`config.mk`:
```
export PLATFORM = sky130hd
export DESIGN_NAME = unsigned_16by8_div_seq
export DESIGN_NICKNAME = d
export VERILOG_FILES = /design/src/rtl/unsigned_16by8_div_seq.sv
export SDC_FILE = /design/constraint.sdc
export NUM_CORES = 1
export LEC_CHECK = 0
export CAP_MARGIN = 30
export CORE_MARGIN = 4
export CORE_UTILIZATION = 45
export DETAILED_ROUTE_END_ITERATION = 8
export PLACE_DENSITY = 0.7
export SETUP_SLACK_MARGIN = 0.1
export SLEW_MARGIN = 15
export SYNTH_ARGS = -nofsm -noshare
export SYNTH_HDL_FRONTEND = slang
export SYNTH_SLANG_ARGS = --single-unit
```
`constraint.sdc`:
```
create_clock -name clk -period 4.8 [get_ports clk]
set_input_delay 1.2 -clock clk [delete_from_list [all_inputs] [get_ports clk]]
set_output_delay 1.2 -clock clk [all_outputs]
set_load 0.03 [all_outputs]
```
`src/rtl/unsigned_16by8_div_seq.sv`:
```
// Iterative unsigned 16-by-8 restoring divider with valid/ready handshakes.
// TRUNC low quotient bits are skipped to shorten latency; TRUNC = 0 is exact.
module unsigned_16by8_div_seq #(
    parameter int TRUNC = 4
) (
    input  logic        clk,
    input  logic        rst,
    input  logic        in_valid,
    output logic        in_ready,
    input  logic [15:0] z,
    input  logic [7:0]  y,
    output logic        out_valid,
    input  logic        out_ready,
    output logic [15:0] q,
    output logic [15:0] r,
    output logic        dbz
);

    typedef enum logic [1:0] {IDLE, RUN, DONE} state_t;

    localparam logic [15:0] LOW_MASK = 16'((32'd1 << TRUNC) - 32'd1);
    localparam logic [3:0]  LAST_IDX = 4'(TRUNC);

    state_t      state;
    state_t      state_next;
    logic [15:0] z_reg;
    logic [7:0]  y_reg;
    logic [7:0]  p;
    logic [3:0]  idx;
    logic [9:0]  step;

    // One restoring step: {quotient bit, new partial remainder}. The stored
    // remainder is always below y, so only the shifted value P' needs bit 8.
    function automatic logic [9:0] restore_step(input logic [7:0] p_in,
                                                input logic       z_bit,
                                                input logic [7:0] d);
        logic [8:0] shifted;
        shifted = {p_in, z_bit};
        if (shifted >= {1'b0, d})
            return {1'b1, shifted - {1'b0, d}};
        else
            return {1'b0, shifted};
    endfunction

    assign step = restore_step(p, z_reg[idx], y_reg);

    always_comb begin
        state_next = state;
        in_ready   = 1'b0;
        out_valid  = 1'b0;
        case (state)
            IDLE: begin
                in_ready = 1'b1;
                if (in_valid)
                    state_next = (y == 8'd0) ? DONE : RUN;
            end
            RUN: begin
                if (idx == LAST_IDX)
                    state_next = DONE;
            end
            DONE: begin
                out_valid = 1'b1;
                if (out_ready)
                    state_next = IDLE;
            end
            default: state_next = IDLE;
        endcase
    end

    always_ff @(posedge clk) begin
        if (rst) begin
            state <= IDLE;
            z_reg <= '0;
            y_reg <= '0;
            p     <= '0;
            idx   <= '0;
            q     <= '0;
            r     <= '0;
            dbz   <= 1'b0;
        end else begin
            state <= state_next;
            case (state)
                IDLE: begin
                    if (in_valid) begin
                        z_reg <= z;
                        y_reg <= y;
                        p     <= '0;
                        idx   <= 4'd15;
                        if (y == 8'd0) begin
                            q   <= 16'hFFFF;
                            r   <= z;
                            dbz <= 1'b1;
                        end else begin
                            q   <= '0;
                            dbz <= 1'b0;
                        end
                    end
                end
                RUN: begin
                    p      <= step[7:0];
                    q[idx] <= step[9];
                    idx    <= idx - 4'd1;
                    // Skipped low dividend bits pass straight into the remainder.
                    if (idx == LAST_IDX)
                        r <= ({7'd0, step[8:0]} << TRUNC) | (z_reg & LOW_MASK);
                end
                default: ;
            endcase
        end
    end

endmodule
```
# Word level (Yosys, flattened, before mapping)
# Cells that the tools add are included.
# op_classes
n_addsub,2
mux,25
reduce_logical,8
n_lt_le_gt_ge,3
eq_ne,7
n_bitwise,1
# ops
operator,n
$mux 16,5
$pmux 16 s2,2
$bwmux 16,1
$pmux 8 s2,1
$or 13x4->13,1
$mux 10,1
$ge 9x8->1,1
$sub 9x8->9,1
$logic_not 8->1,1
$mux 2,4
$mux 8,1
$ne 2x2->1 const B,4
$pmux 4 s2,1
$pmux 2 s3,1
$lt 4x5->1 const B,1
$mux 1,5
$bmux 1 s4,1
$demux 1 s4,1
$eq 4x3->1 const B,1
$ge 4x1->1 const B,1
$mux 4,1
$reduce_and 2->1,2
$reduce_and 4->1,1
$sub 4x1->4 const B,1
6 further kinds,6
# totals
input_bits,28
out_inout_bits,35
regBits,71

# Depth between registers and ports, before layout
# logic_depth
ltp_word,7
depth_mapped,13

# Worst setup path before layout
# OpenSTA, ideal clock, no wires.
# synth_path
kind,reg-to-reg
from,register idx[0]
to,register r[12]
path_slack_ns,1.324
synth_period_minus_slack_ns,3.476
stages_incl_launch_ff,14
arrival_time_ns,3.380
required_ns,4.704
n_path_buf,1
cell_sequence,dfxtp_1 > buf_6 > mux4_1 > a22o_1 > a221oi_4 > ha_1 > inv_1 > fa_1 > a211oi_1 > o21bai_1 > o311a_1 > a2111oi_2 > nor3_1 > o41ai_2
# synth_via
elab_chain_cells,7
elab_cells_between_ends,11
classes_between,1 x add/sub; 1 x order compare; 2 x eq/ne; 5 x mux; 1 x bitwise; 1 x reduce/logical
# synth_lines
item,line,source
"start, declared",29,logic [3:0] idx;
"start signal, assigned",102,idx <= idx - 4'd1;
$bmux 1 s4,45,"assign step = restore_step(p, z_reg[idx], y_reg);"
$mux 1 (implied by the code),45,
$sub 9x8->9 or $ge 9x8->1 (tied branches),"40, 39",
$mux 10,39,"if (shifted >= {1'b0, d})"
$or 13x4->13,105,"r <= ({7'd0, step[8:0]} << TRUNC) | (z_reg & LOW_MASK);"
$mux 16,104,if (idx == LAST_IDX)
$pmux 16 s2,82,case (state)
"end signal, assigned",91,r <= z;
"end signal, assigned",105,
"end, declared",15,"output logic [15:0] r,"
# Several ways; a longest one is shown, not always the timed one. The select of a mux whose other input is x is not followed.
# A chain may end at the register's enable or synchronous reset.

# Final worst setup path
# Ends and elaborated chain as after synthesis.

==> results.md <==
- Initial DRC count: 194
- Finished Layout Cells: 596
- Reg area: 1420 µm²
- Commonest cells post-synth: nand2_1 (85), dfxtp_1 (71), a21oi_1 (59), nor2_1 (23), clkbuf_1 (20)
- Synth top area cells: dfxtp_1 (39%), nand2_1 (8.8%), a21oi_1 (8.2%), ha_1 (4.2%), mux4_1 (2.9%)
- Pin count of the biggest net entering global routing: 38
- DRC errors left: 0
- RSZ-0062 raised after global routing: no
- Setup Fix Bufs, Post-CTS: 0
- Worst vdd ir: 0.167 mV
- Arrival @ worst endpoint: 4.14 ns
- Most frequent cell after synthesis: nand2_1
- CTS tree: done
- Initial Utilization: 46.5%
- CP startpoint kind: flop
- Final period utilization: 81.2%
- Pre-CTS setup slack: 0.923 ns
- Ys flop type: dfxtp_1
- Status: completed
- Fill count: 732
- Yosys top cell by area: dfxtp_1
- Final clock skew: 0.00977 ns
- Die W: 97.5 µm
- Detailed Routing Iterations Pass 1: 5
- Post-route ant nets: 0
- ANT cells: 0
- Skew-Pair Late Insertion Delay: 0.34 ns
- Max FO, Critical Path: 9
- Proportion of layout cells with a drive suffix above 1: 6.48%
- CP Capture Type: flop
- Antenna violations before repair: 0
- Hpwl dp: 6930 µm
- Hold Violations, Final: 0
- Async set or reset register ratio after synthesis: 0%
- Hold WC Path Type: reg2reg
- Clk slew on worst S/H paths: 0.07 ns
- Via density: 5.77
- Drt total wl: 9630 µm
- Measured slew at the worst slew-check pin: 0.927 ns
- Final Critical Period: 3.90 ns
- Clk buf depth: 2
- Final setup vio count: 0
- GRT Total Usage: 20.2%
- # IOs: 63
- Slew Limit Fails: 0
- Synth Cell Area: 3610 µm²
- Cell area power density: 410 nW/µm²
- Port buffer count: 62
- Cts hold-fix bufs: 0
- Die height: 97.5 µm
- H-tree Lvls: 3
- MaxCap Viol Count: 0
- Post-Place Cells: 579
- # clock sinks: 71
- CTS buffer count: 9
- Vias in the first global route: 3,234
- # resized after CTS: 0
- Setup ws final: 0.901 ns
- Maximum clock rate: 256 MHz
- Global-route wire length before repair: 15,700 µm
- Post-synth EDFFs: 0
- Wire per inst: 16.2 µm
- Nets: 530
- Synth cell types: 53
- Area Growth Syn to Fin: 24.0%
- Die ar.: 9520 µm²
- Cells after Synth: 439
- FF+latch count, synth: 71
- Area share of the largest cell type after synthesis: 39.4%
- Crit path required time: 5.04 ns
- Crit Path Category: reg2reg
- Leakage power: 1.63 nW
- Final Util: 57.6%
- Setup TNS: 0 ns
- Site Rows: 32
- Clk root buf: clkbuf_8
- Via count: 3,441
- Synthesized area per cell: 8.22 µm²
- GR Overflow Total: 0
- Area occupied by multi-input gates: 2000 µm²
- RD Place Congestion: 0.958
- Ys Warns: 0
- Relative slew slack: 38.0%
- Seq/Total Area, Yosys: 39.4%
- Core region area: 7770 µm²
- Post-Syn Nets: 480
==> kinds of logic after synthesis <==
logic type      count (synthesis)  synth area share (%)
compound gates                131                  24.2
mux                             6                  3.47
buf+inv                        44                  5.24
simple gates                  168                  21.5
xor+xnor                        6                  1.46
flops                          71                  39.4
fa+ha+maj                      13                  4.72
==> cells in the final DEF, fill, tap and decap left out, types with 9 or more instances in the layout <==
| cell | Yosys | final |
|---|---|---|
| inv_1 | 13 | 13 |
| clkdlybuf4s50_1 | 0 | 61 |
| clkbuf_8 | 0 | 10 |
| a21oi_1 | 59 | 59 |
| nand2b_1 | 11 | 11 |
| nand2_1 | 85 | 85 |
| o21ai_0 | 11 | 11 |
| nand3_1 | 9 | 9 |
| ha_1 | 12 | 12 |
| dfxtp_1 | 71 | 71 |
| nor2_1 | 23 | 23 |
==> area by class of cell <==
cell class                      count  share of cell area [%]
Timing Repair Buffer               70                    15.1
Sequential cell                    71                    31.8
Tap cell                          102                    2.85
Inverter                           13                    1.09
Clock buffer                       11                    3.16
Clock inverter                      5                    1.29
Multi-Input combinational cell    324                    44.8
==> critical path: stages, from the launching register on <==
cell,delay [ns]
dfxtp_1,0.59
mux4_1,0.61
a22o_1,0.25
a221oi_4,0.23
ha_1,0.22
inv_1,0.05
fa_1,0.42
a211oi_1,0.26
o21bai_1,0.14
o311a_1,0.33
a2111oi_2,0.33
nor3_1,0.09
o41ai_2,0.29
==> worst paths after layout <==
| path | slack (ns) | to | start | depth (start not counted) |
|---|---|---|---|---|
| setup / recovery | 0.90 | r[12] | idx[0] | 12 |
| hold / removal | 0.45 | r[8] | r[8] | 2 |
| hold reg to reg | 0.45 | r[8] | r[8] | 2 |
| setup reg to reg | 0.90 | r[12] | idx[0] | 12 |
==> per-stage QoR <==
step                area (µm²)  hold slack (ns)  power (mW)
floorplan                 3610            0.432        1.16
global placement          4270            0.442        1.32
detailed placement        4270            0.443        1.34
CTS                       4470            0.453        1.82
global route              4480            0.462        1.93
finish                    4480            0.449        1.83
==> routing by layer <==
layer	track usage, %	wire, µm	up-vias
li1	-	-	1685
met1	27.4	4460	1590
met5	0	0	-
met4	8.20	246	0
met2	31.7	4280	148
met3	3.73	640	18
==> report_power, final <==
part	leakage (nW)	total (mW)	switching [mW]	internal [mW]
Combinational	0.951	0.680	0.422	0.258
Sequential	0.579	0.674	0.0419	0.632
Clock	0.103	0.480	0.226	0.254
Total	1.63	1.83	0.689	1.14
Power figures use the tool's default switching activity.
